==> config.mk <==
export PLATFORM = sky130hd
export DESIGN_NAME = regfile_wb_arbiter_flat
export DESIGN_NICKNAME = d
export VERILOG_FILES = /design/src/rtl/regfile_wb_arbiter_if.sv /design/src/rtl/regfile_wb_arbiter.sv /design/src/flat_wrapper.sv
export SDC_FILE = /design/constraint.sdc
export NUM_CORES = 1
export LEC_CHECK = 0
export CAP_MARGIN = 20
export CORE_MARGIN = 4
export CORE_UTILIZATION = 39
export CTS_CLUSTER_DIAMETER = 40
export DETAILED_ROUTE_END_ITERATION = 16
export PLACE_DENSITY = 0.81
export SETUP_SLACK_MARGIN = 0.1
export SYNTH_ARGS = -nofsm -noshare
export SYNTH_HDL_FRONTEND = slang
export SYNTH_SLANG_ARGS = --single-unit
==> constraint.sdc <==
create_clock -name clk -period 2.1 [get_ports clk]
set_input_delay 0.315 -clock clk [delete_from_list [all_inputs] [get_ports clk]]
set_output_delay 0.315 -clock clk [all_outputs]
set_load 0.05 [all_outputs]
==> src/rtl/regfile_wb_arbiter_if.sv <==
// Writeback/register-file/scoreboard bus between the pipeline and regfile_wb_arbiter.
// Perf counter signals exist only when RF_ARB_PERF_EN is defined.
interface regfile_wb_arbiter_if #(
  parameter int unsigned N    = 64,
  parameter int unsigned R    = 32,
  parameter int unsigned NREQ = 3
);
  localparam int unsigned ASIZE = $clog2(R);

  logic [NREQ-1:0]       wb_req;
  logic [NREQ*ASIZE-1:0] wb_reg_id;
  logic [NREQ*N-1:0]     wb_data;
  logic [NREQ-1:0]       wb_gnt;
  logic                  rf_wr;
  logic [ASIZE-1:0]      rf_reg_id_w;
  logic [N-1:0]          rf_data_in;
  logic                  iss_valid;
  logic [ASIZE-1:0]      iss_reg_id;
  logic [ASIZE-1:0]      rd_id1;
  logic [ASIZE-1:0]      rd_id2;
  logic                  stall;
  logic [R-1:0]          busy_vec;
`ifdef RF_ARB_PERF_EN
  logic [31:0]           perf_conflict_cnt;
  logic [31:0]           perf_stall_cnt;
`endif

  modport slave (
    input  wb_req, wb_reg_id, wb_data, iss_valid, iss_reg_id, rd_id1, rd_id2,
    output wb_gnt, rf_wr, rf_reg_id_w, rf_data_in, stall, busy_vec
`ifdef RF_ARB_PERF_EN
    , output perf_conflict_cnt, perf_stall_cnt
`endif
  );

  modport master (
    output wb_req, wb_reg_id, wb_data, iss_valid, iss_reg_id, rd_id1, rd_id2,
    input  wb_gnt, rf_wr, rf_reg_id_w, rf_data_in, stall, busy_vec
`ifdef RF_ARB_PERF_EN
    , input perf_conflict_cnt, perf_stall_cnt
`endif
  );
endinterface

==> src/rtl/regfile_wb_arbiter.sv <==
// Round-robin arbiter for the single register-file write port plus a per-register busy scoreboard.
// Optional perf counters (conflict cycles, stall cycles) enabled by defining RF_ARB_PERF_EN.
module regfile_wb_arbiter #(
  parameter int unsigned N    = 64,
  parameter int unsigned R    = 32,
  parameter int unsigned NREQ = 3
) (
  input logic                 clk,
  input logic                 rst,
  regfile_wb_arbiter_if.slave bus
);
  localparam int unsigned ASIZE = $clog2(R);
  localparam int unsigned PW    = $clog2(NREQ);

  logic [PW-1:0]    rr_ptr;
  logic [PW-1:0]    gnt_idx;
  logic [PW-1:0]    scan_idx;
  logic             gnt_any;
  logic [NREQ-1:0]  gnt;
  logic [ASIZE-1:0] sel_id;
  logic [N-1:0]     sel_data;
  logic             rf_wr_q;
  logic [ASIZE-1:0] rf_id_q;
  logic [N-1:0]     rf_data_q;
  logic [R-1:0]     busy_q;
  logic [R-1:0]     busy_nxt;

  // Scan requesters starting at the round-robin pointer, wrapping modulo NREQ.
  always_comb begin
    gnt_any  = 1'b0;
    gnt_idx  = '0;
    scan_idx = rr_ptr;
    for (int unsigned k = 0; k < NREQ; k++) begin
      if (!gnt_any && bus.wb_req[scan_idx]) begin
        gnt_any = 1'b1;
        gnt_idx = scan_idx;
      end
      scan_idx = (scan_idx == PW'(NREQ - 1)) ? '0 : scan_idx + PW'(1);
    end
    if (rst) gnt_any = 1'b0;
    gnt = gnt_any ? (NREQ'(1) << gnt_idx) : '0;
  end

  always_comb begin
    sel_id   = '0;
    sel_data = '0;
    for (int unsigned i = 0; i < NREQ; i++) begin
      if (PW'(i) == gnt_idx) begin
        sel_id   = bus.wb_reg_id[i*ASIZE +: ASIZE];
        sel_data = bus.wb_data[i*N +: N];
      end
    end
  end

  always_ff @(posedge clk) begin
    if (rst) begin
      rr_ptr    <= '0;
      rf_wr_q   <= 1'b0;
      rf_id_q   <= '0;
      rf_data_q <= '0;
    end else begin
      rf_wr_q <= gnt_any;
      if (gnt_any) begin
        rf_id_q   <= sel_id;
        rf_data_q <= sel_data;
        rr_ptr    <= (gnt_idx == PW'(NREQ - 1)) ? '0 : gnt_idx + PW'(1);
      end
    end
  end

  // Clear on commit first, then set on issue, so a newer writer to the same register wins.
  always_comb begin
    busy_nxt = busy_q;
    if (rf_wr_q)       busy_nxt[rf_id_q]        = 1'b0;
    if (bus.iss_valid) busy_nxt[bus.iss_reg_id] = 1'b1;
  end

  always_ff @(posedge clk) begin
    if (rst) busy_q <= '0;
    else     busy_q <= busy_nxt;
  end

  assign bus.wb_gnt      = gnt;
  assign bus.rf_wr       = rf_wr_q;
  assign bus.rf_reg_id_w = rf_id_q;
  assign bus.rf_data_in  = rf_data_q;
  assign bus.busy_vec    = busy_q;
  assign bus.stall       = busy_q[bus.rd_id1] | busy_q[bus.rd_id2];

`ifdef RF_ARB_PERF_EN
  logic [31:0] conflict_q;
  logic [31:0] stall_q;

  // Saturating event counters.
  always_ff @(posedge clk) begin
    if (rst) begin
      conflict_q <= '0;
      stall_q    <= '0;
    end else begin
      if (($countones(bus.wb_req) >= 2) && (conflict_q != '1)) conflict_q <= conflict_q + 32'd1;
      if (bus.stall && (stall_q != '1))                        stall_q    <= stall_q + 32'd1;
    end
  end

  assign bus.perf_conflict_cnt = conflict_q;
  assign bus.perf_stall_cnt    = stall_q;
`endif
endmodule

==> src/flat_wrapper.sv <==
// flat-port wrapper written by rule: the top's interface ports become plain ports
module regfile_wb_arbiter_flat 
#(
  parameter int unsigned N    = 64,
  parameter int unsigned R    = 32,
  parameter int unsigned NREQ = 3
)
  (clk, rst, bus_wb_req, bus_wb_reg_id, bus_wb_data, bus_iss_valid, bus_iss_reg_id, bus_rd_id1, bus_rd_id2, bus_wb_gnt, bus_rf_wr, bus_rf_reg_id_w, bus_rf_data_in, bus_stall, bus_busy_vec);
  regfile_wb_arbiter_if #(.N(N), .R(R), .NREQ(NREQ)) bus_i ();
  input logic clk;
  input logic rst;
  input wire logic [$bits(bus_i.wb_req)-1:0] bus_wb_req;
  input wire logic [$bits(bus_i.wb_reg_id)-1:0] bus_wb_reg_id;
  input wire logic [$bits(bus_i.wb_data)-1:0] bus_wb_data;
  input wire logic [$bits(bus_i.iss_valid)-1:0] bus_iss_valid;
  input wire logic [$bits(bus_i.iss_reg_id)-1:0] bus_iss_reg_id;
  input wire logic [$bits(bus_i.rd_id1)-1:0] bus_rd_id1;
  input wire logic [$bits(bus_i.rd_id2)-1:0] bus_rd_id2;
  output wire logic [$bits(bus_i.wb_gnt)-1:0] bus_wb_gnt;
  output wire logic [$bits(bus_i.rf_wr)-1:0] bus_rf_wr;
  output wire logic [$bits(bus_i.rf_reg_id_w)-1:0] bus_rf_reg_id_w;
  output wire logic [$bits(bus_i.rf_data_in)-1:0] bus_rf_data_in;
  output wire logic [$bits(bus_i.stall)-1:0] bus_stall;
  output wire logic [$bits(bus_i.busy_vec)-1:0] bus_busy_vec;
  assign bus_i.wb_req = bus_wb_req;
  assign bus_i.wb_reg_id = bus_wb_reg_id;
  assign bus_i.wb_data = bus_wb_data;
  assign bus_i.iss_valid = bus_iss_valid;
  assign bus_i.iss_reg_id = bus_iss_reg_id;
  assign bus_i.rd_id1 = bus_rd_id1;
  assign bus_i.rd_id2 = bus_rd_id2;
  assign bus_wb_gnt = bus_i.wb_gnt;
  assign bus_rf_wr = bus_i.rf_wr;
  assign bus_rf_reg_id_w = bus_i.rf_reg_id_w;
  assign bus_rf_data_in = bus_i.rf_data_in;
  assign bus_stall = bus_i.stall;
  assign bus_busy_vec = bus_i.busy_vec;
  regfile_wb_arbiter #(.N(N), .R(R), .NREQ(NREQ)) u_core (.clk(clk), .rst(rst), .bus(bus_i));
endmodule
# ---- Word-level counts from Yosys, hierarchy flattened
# Index checks and enable logic that the tools add are counted.
# W data, S select, Z words.
dict set report classes {
  bitwise_logic 4
  magnitude_cmp 9
  mux 33
  add_sub_neg 3
  reduce_logical 7
  n_eq_ne 5
  n_shift 1
}
# op n
set op_table {}
lappend op_table {{$mux W64} 3}
lappend op_table {{$mux W32} 2}
lappend op_table {{$and A32 B32 Y32} 1}
lappend op_table {{$not A32 Y32} 1}
lappend op_table {{$or A32 B32 Y32} 1}
lappend op_table {{$lt A5 B6 Y1 const B} 4}
lappend op_table {{$mux W5} 3}
lappend op_table {{$mux W2} 6}
lappend op_table {{$mux W1} 11}
lappend op_table {{$bmux W1 S5} 2}
lappend op_table {{$demux W1 S5} 2}
lappend op_table {{$ge A5 B1 Y1 const B} 2}
lappend op_table {{$lt A2 B3 Y1 const B} 3}
lappend op_table {{$add A2 B1 Y2 const B} 3}
lappend op_table {{$bmux W1 S2} 3}
lappend op_table {{$eq A2 B2 Y1 const B} 3}
lappend op_table {{$logic_and A1 B1 Y1} 4}
lappend op_table {{$mux W3} 1}
lappend op_table {{$shl A1 B2 Y3 const A} 1}
lappend op_table {{$eq A1 B2 Y1 const A} 1}
lappend op_table {{$eq A2 B2 Y1 const A} 1}
lappend op_table {{$logic_not A1 Y1} 2}
lappend op_table {{$logic_not A2 Y1} 1}
lappend op_table {{$or A1 B1 Y1} 1}
dict set report word_totals {
  reg_bits 104
  in_bits 228
  output_inout_bits 106
  wordCells 67
}

# ---- Longest topological paths before layout
# Gate-level depths: netlist of run 1.
dict set report logic_depth {
  word_depth 13
  ltp_mapped 7
  mapped_depth_nobuf 6
}

# ---- Least setup slack after synthesis of run 1
# Ideal clock, no wire load.
dict set report synth_path {
  kind {flip-flop to output port}
  start {register u_core.busy_q[4] (netlist: u_core.bus.busy_vec[4])}
  end {output bus_stall}
  t_required_ps 1785
  t_arrival_ps 1898
  path_slack_ps -113
  path_stages_with_launch 6
  n_path_buf 0
  path_cell_list {dfxtp_1 mux4_1 nand3b_1 nand4_1 a311oi_1 nand4_1}
}
dict set report synth_via {
  elab_chain_len 3
  word_cells_on_any_way 5
  cone_classes {4 x mux; 1 x bitwise}
}
# item line_no
set synth_lines {}
lappend synth_lines {{start, declared} regfile_wb_arbiter.sv:25} ;# logic [R-1:0] busy_q;
lappend synth_lines {{start signal, assigned} regfile_wb_arbiter.sv:80} ;# else busy_q <= busy_nxt;
lappend synth_lines {{$bmux W1 S5} regfile_wb_arbiter.sv:88} ;# assign bus.stall = busy_q[bus.rd_id1] | busy_q[bus.rd_id2];
lappend synth_lines {{$mux W1 (not written as such)} regfile_wb_arbiter.sv:88}
lappend synth_lines {{$or A1 B1 Y1 *} regfile_wb_arbiter.sv:88}
lappend synth_lines {{end, declared} flat_wrapper.sv:23} ;# output wire logic [$bits(bus_i.stall)-1:0] bus_stall;
# Mark *: on every way between the ends. The rest lies on a longest branch, timed or not. The select of a mux whose other input is x is not followed.

# ---- Worst setup path after layout of run 1
dict set report layout_path {
  start {input bus_rd_id2[2]}
  end {output bus_stall}
}
dict set report layout_via {
  elab_chain_len 3
}
# item line_no
set layout_lines {}
lappend layout_lines {{start, declared} flat_wrapper.sv:18} ;# input wire logic [$bits(bus_i.rd_id2)-1:0] bus_rd_id2;
lappend layout_lines {{$bmux W1 S5} regfile_wb_arbiter.sv:88}
lappend layout_lines {{$mux W1 (not written as such)} regfile_wb_arbiter.sv:88}
lappend layout_lines {{$or A1 B1 Y1} regfile_wb_arbiter.sv:88}
# No other way between the ends. The select of a mux whose other input is x is not followed.

==> summary.txt, run 1 <==
Logic synthesis
  – Mapped Cells: 716
  – Top-area cell type share of the netlist area: 34.67%
  – Post-synth EDFFs: 0
  – Synth area leader: dfxtp_1
  – Yosys warnings: 0
  – #FFs+latches synth: 104
  – Synth top area cells: dfxtp_1 (35%), a211oi_2 (12%), o21ai_0 (8.7%)
  – Register area share after synthesis: 34.67%
  – Synth Net Count: 944
  – Syn Area/Cell: 8.386 µm²
  – Syn Std Cell Area: 6005 µm²
  – Most used DFF post-synth: dfxtp_1
  – Synth cell types: 50
  – FFs w/ async S/R, synth: 0%

Clocking
  – CTS H-Tree Depth: 3
  – Worst-path clk slew: 0.06 ns
  – Skew-Pair Late Insertion Delay: 0.36 ns
  – CTS tree: done
  – Clock tree buffer depth: 2
  – Total CTS buffers: 9
  – Hold Buf Count CTS: 0
  – CTS root buf: clkbuf_16
  – Clk sinks: 104

Global routing
  – Vias in the first global route: 6863
  – First-pass GRT wire length: 38.88 mm
  – Initial antenna violation count: 6
  – Total GRT Usage: 28.18%
  – Largest net degree at the start of global routing: 33
  – Grt ovf: 0

Final layout
  – Design Area, Final: 10300 µm²
  – NumNets Final: 1300
  – Area Growth Syn to Fin: 71.47%
  – Commonest cells after routing, fill and taps aside: clkdlybuf4s50_1 (318), nand2_1 (107), o21ai_0 (104)
  – Cell Count, Final, Fillers Out: 1268
  – Share of cells above drive strength 1: 19.13%
  – Commonest non-fill, non-tap cell in the layout: clkdlybuf4s50_1
  – Fin util: 67.98%

Timing
  – Fmax: 0.4452 GHz
  – Final worst-path cycle share: 107.0%
  – Minimum clock period: 2.246 ns
  – Slew headroom: 40.58%
  – Max Slew Vio Count: 0
  – Final setup fails: 1
  – Final setup margin: -0.1460 ns
  – Hold_ws: 0.4442 ns
  – Worst-Margin Slew: 0.8903 ns
  – Fin Clk Skew: 0.009811 ns
  – RSZ-0062 raised after global routing: true
  – Final Hold Violating Endpoints: 0

Floorplanning
  – Die height: 132.1 µm
  – Initial Util: 39.64%
  – Die area: 17450 µm²
  – Io pins: 334
  – Core Rows: 45
  – Die extent in x: 132.1 µm
  – Core area: 15150 µm²

Status
  – Failing checks: setup timing
  – Status: complete, but fails checks

Placed design
  – PortBufs: 333
  – GP Congestion: 0.9645
  – Area post-placement: 9872 µm²
  – Place WS: -0.4691 ns
  – Dpl cells: 1242
  – HPWL after detailed placement: 20.51 mm

Worst setup path
  – Crit start category: input port
  – CP required: 1.78 ns
  – CP max FO: 12
  – Setup crit end kind: output port
  – CP Data Arrival Time: 1.93 ns
  – Crit path kind: in2out

Pwr
  – P per Cell Area: 612.1 nW/µm²
  – LEAKAGE: 3.924 nW
  – Worst VDD drop: 0.0004052 V

Detailed routing
  – First drt pass iteration count: 5
  – Routed wire length: 25.96 mm
  – Vias: 7054
  – Post-DRT Antenna Nets: 0
  – Drt via density: 5.563
  – Initial drt markers: 554
  – Routed len/inst: 20.48 µm
  – Remaining routing DRC violations: 0

Min path
  – Worst min path class: reg2reg

Job
  – Max Cap Violations: 0
-- final timing paths --
check,endpoint,slack [ns],cells after the start,start
worst max-delay path,bus_stall,-0.15,8,bus_rd_id2[2]
worst min-delay path,u_core.bus.rf_data_in[48]$_SDFFE_PP0P_,0.44,2,u_core.bus.rf_data_in[48]$_SDFFE_PP0P_
worst max register to register,u_core.bus.rf_data_in[30]$_SDFFE_PP0P_,0.21,9,u_core.rr_ptr[0]$_SDFFE_PP0P_
worst min register to register,u_core.bus.rf_data_in[48]$_SDFFE_PP0P_,0.44,2,u_core.bus.rf_data_in[48]$_SDFFE_PP0P_
-- logic make-up after synthesis --
| family | synth area share (%) |
|---|---|
| muxes | 5.835 |
| DFF | 34.67 |
| buffers and inverters | 6.543 |
| AOI/OAI and AO/OA | 32.40 |
| and+or+nand+nor | 20.55 |
-- report_power, final --
| group | leakage (nW) | internal [W] | switching (W) | total, W |
|---|---|---|---|---|
| Combinational | 2.91 | 0.00106 | 0.00125 | 0.00231 |
| Sequential | 0.868 | 0.00213 | 0.000109 | 0.00224 |
| Clock | 0.143 | 0.000967 | 0.000792 | 0.00176 |
| Total | 3.92 | 0.00416 | 0.00215 | 0.00630 |
-- flip-flops by register name (all words and copies together) (netlist names) --
signal	flops
u_core.bus.rf_data_in	64
u_core.bus.busy_vec	32
u_core.bus.rf_reg_id_w	5
u_core.rr_ptr	2
u_core.bus.rf_wr	1
-- what timing repair did --
action	in CTS	in global routing
endpoints found under the setup margin	8	12
buffers inserted	6	0
pin swaps	10	4
gates cloned	0	1
resized for setup	22	7
-- metrics by stage --
step,total power [W],setup TNS [ns]
4_1_cts,0.006315,-0.1341
3_5_place_dp,0.004546,-4.884
2_1_floorplan,0.003486,-0.04306
6_report,0.006302,-0.1460
5_1_grt,0.006542,-0.2452
3_3_place_gp,0.004524,-3.485
-- worst max-delay path: stages --
cell             delay [ns]
clkdlybuf4s15_2        0.23
buf_12                 0.14
mux4_1                 0.56
nor2b_1                0.13
nor3_1                 0.06
a21oi_1                0.17
nand4_1                0.14
buf_6                  0.18
-- area by class of cell --
| type | instances | area (µm²) |
|---|---|---|
| repair buffers | 409 | 4031 |
| clock inverters | 5 | 62.56 |
| inverters | 3 | 11.26 |
| clock buffers | 11 | 242.7 |
| multi-input cells | 545 | 3595 |
| fillers | 1192 | 4850 |
| flip-flops and latches | 104 | 2111 |
| diodes | 3 | 7.507 |
| well taps | 188 | 235.2 |
-- cells in the mapped netlist (all sizes together), types with 3 or more instances --
master,instances
a211oi,68
a21o,3
a21oi,35
a311oi,3
and3,72
and3b,3
buf,37
clkbuf,28
dfxtp,104
inv,3
mux2,3
mux2i,5
mux4,11
nand2,109
nand2b,4
nand3,7
nand3b,7
nand4,3
nor2,10
nor2b,4
nor3,3
nor3b,5
o21ai,174
-- routing by layer --
metal | GRT usage [%] | part of all wire (%)
met2 | 48.49 | 50
met4 | 11.14 | 2.8
met1 | 31.87 | 37
met5 | 0 | 0.18
met3 | 10.04 | 9.8
Power figures use the tool's default switching activity.
==> run 2, diff against run 1 <==
GPL_ROUTABILITY_DRIVEN = 1   (was not set)
==> results of run 2 <==
Same layout as run 1: the final DEF is identical, and so are final timing and power.
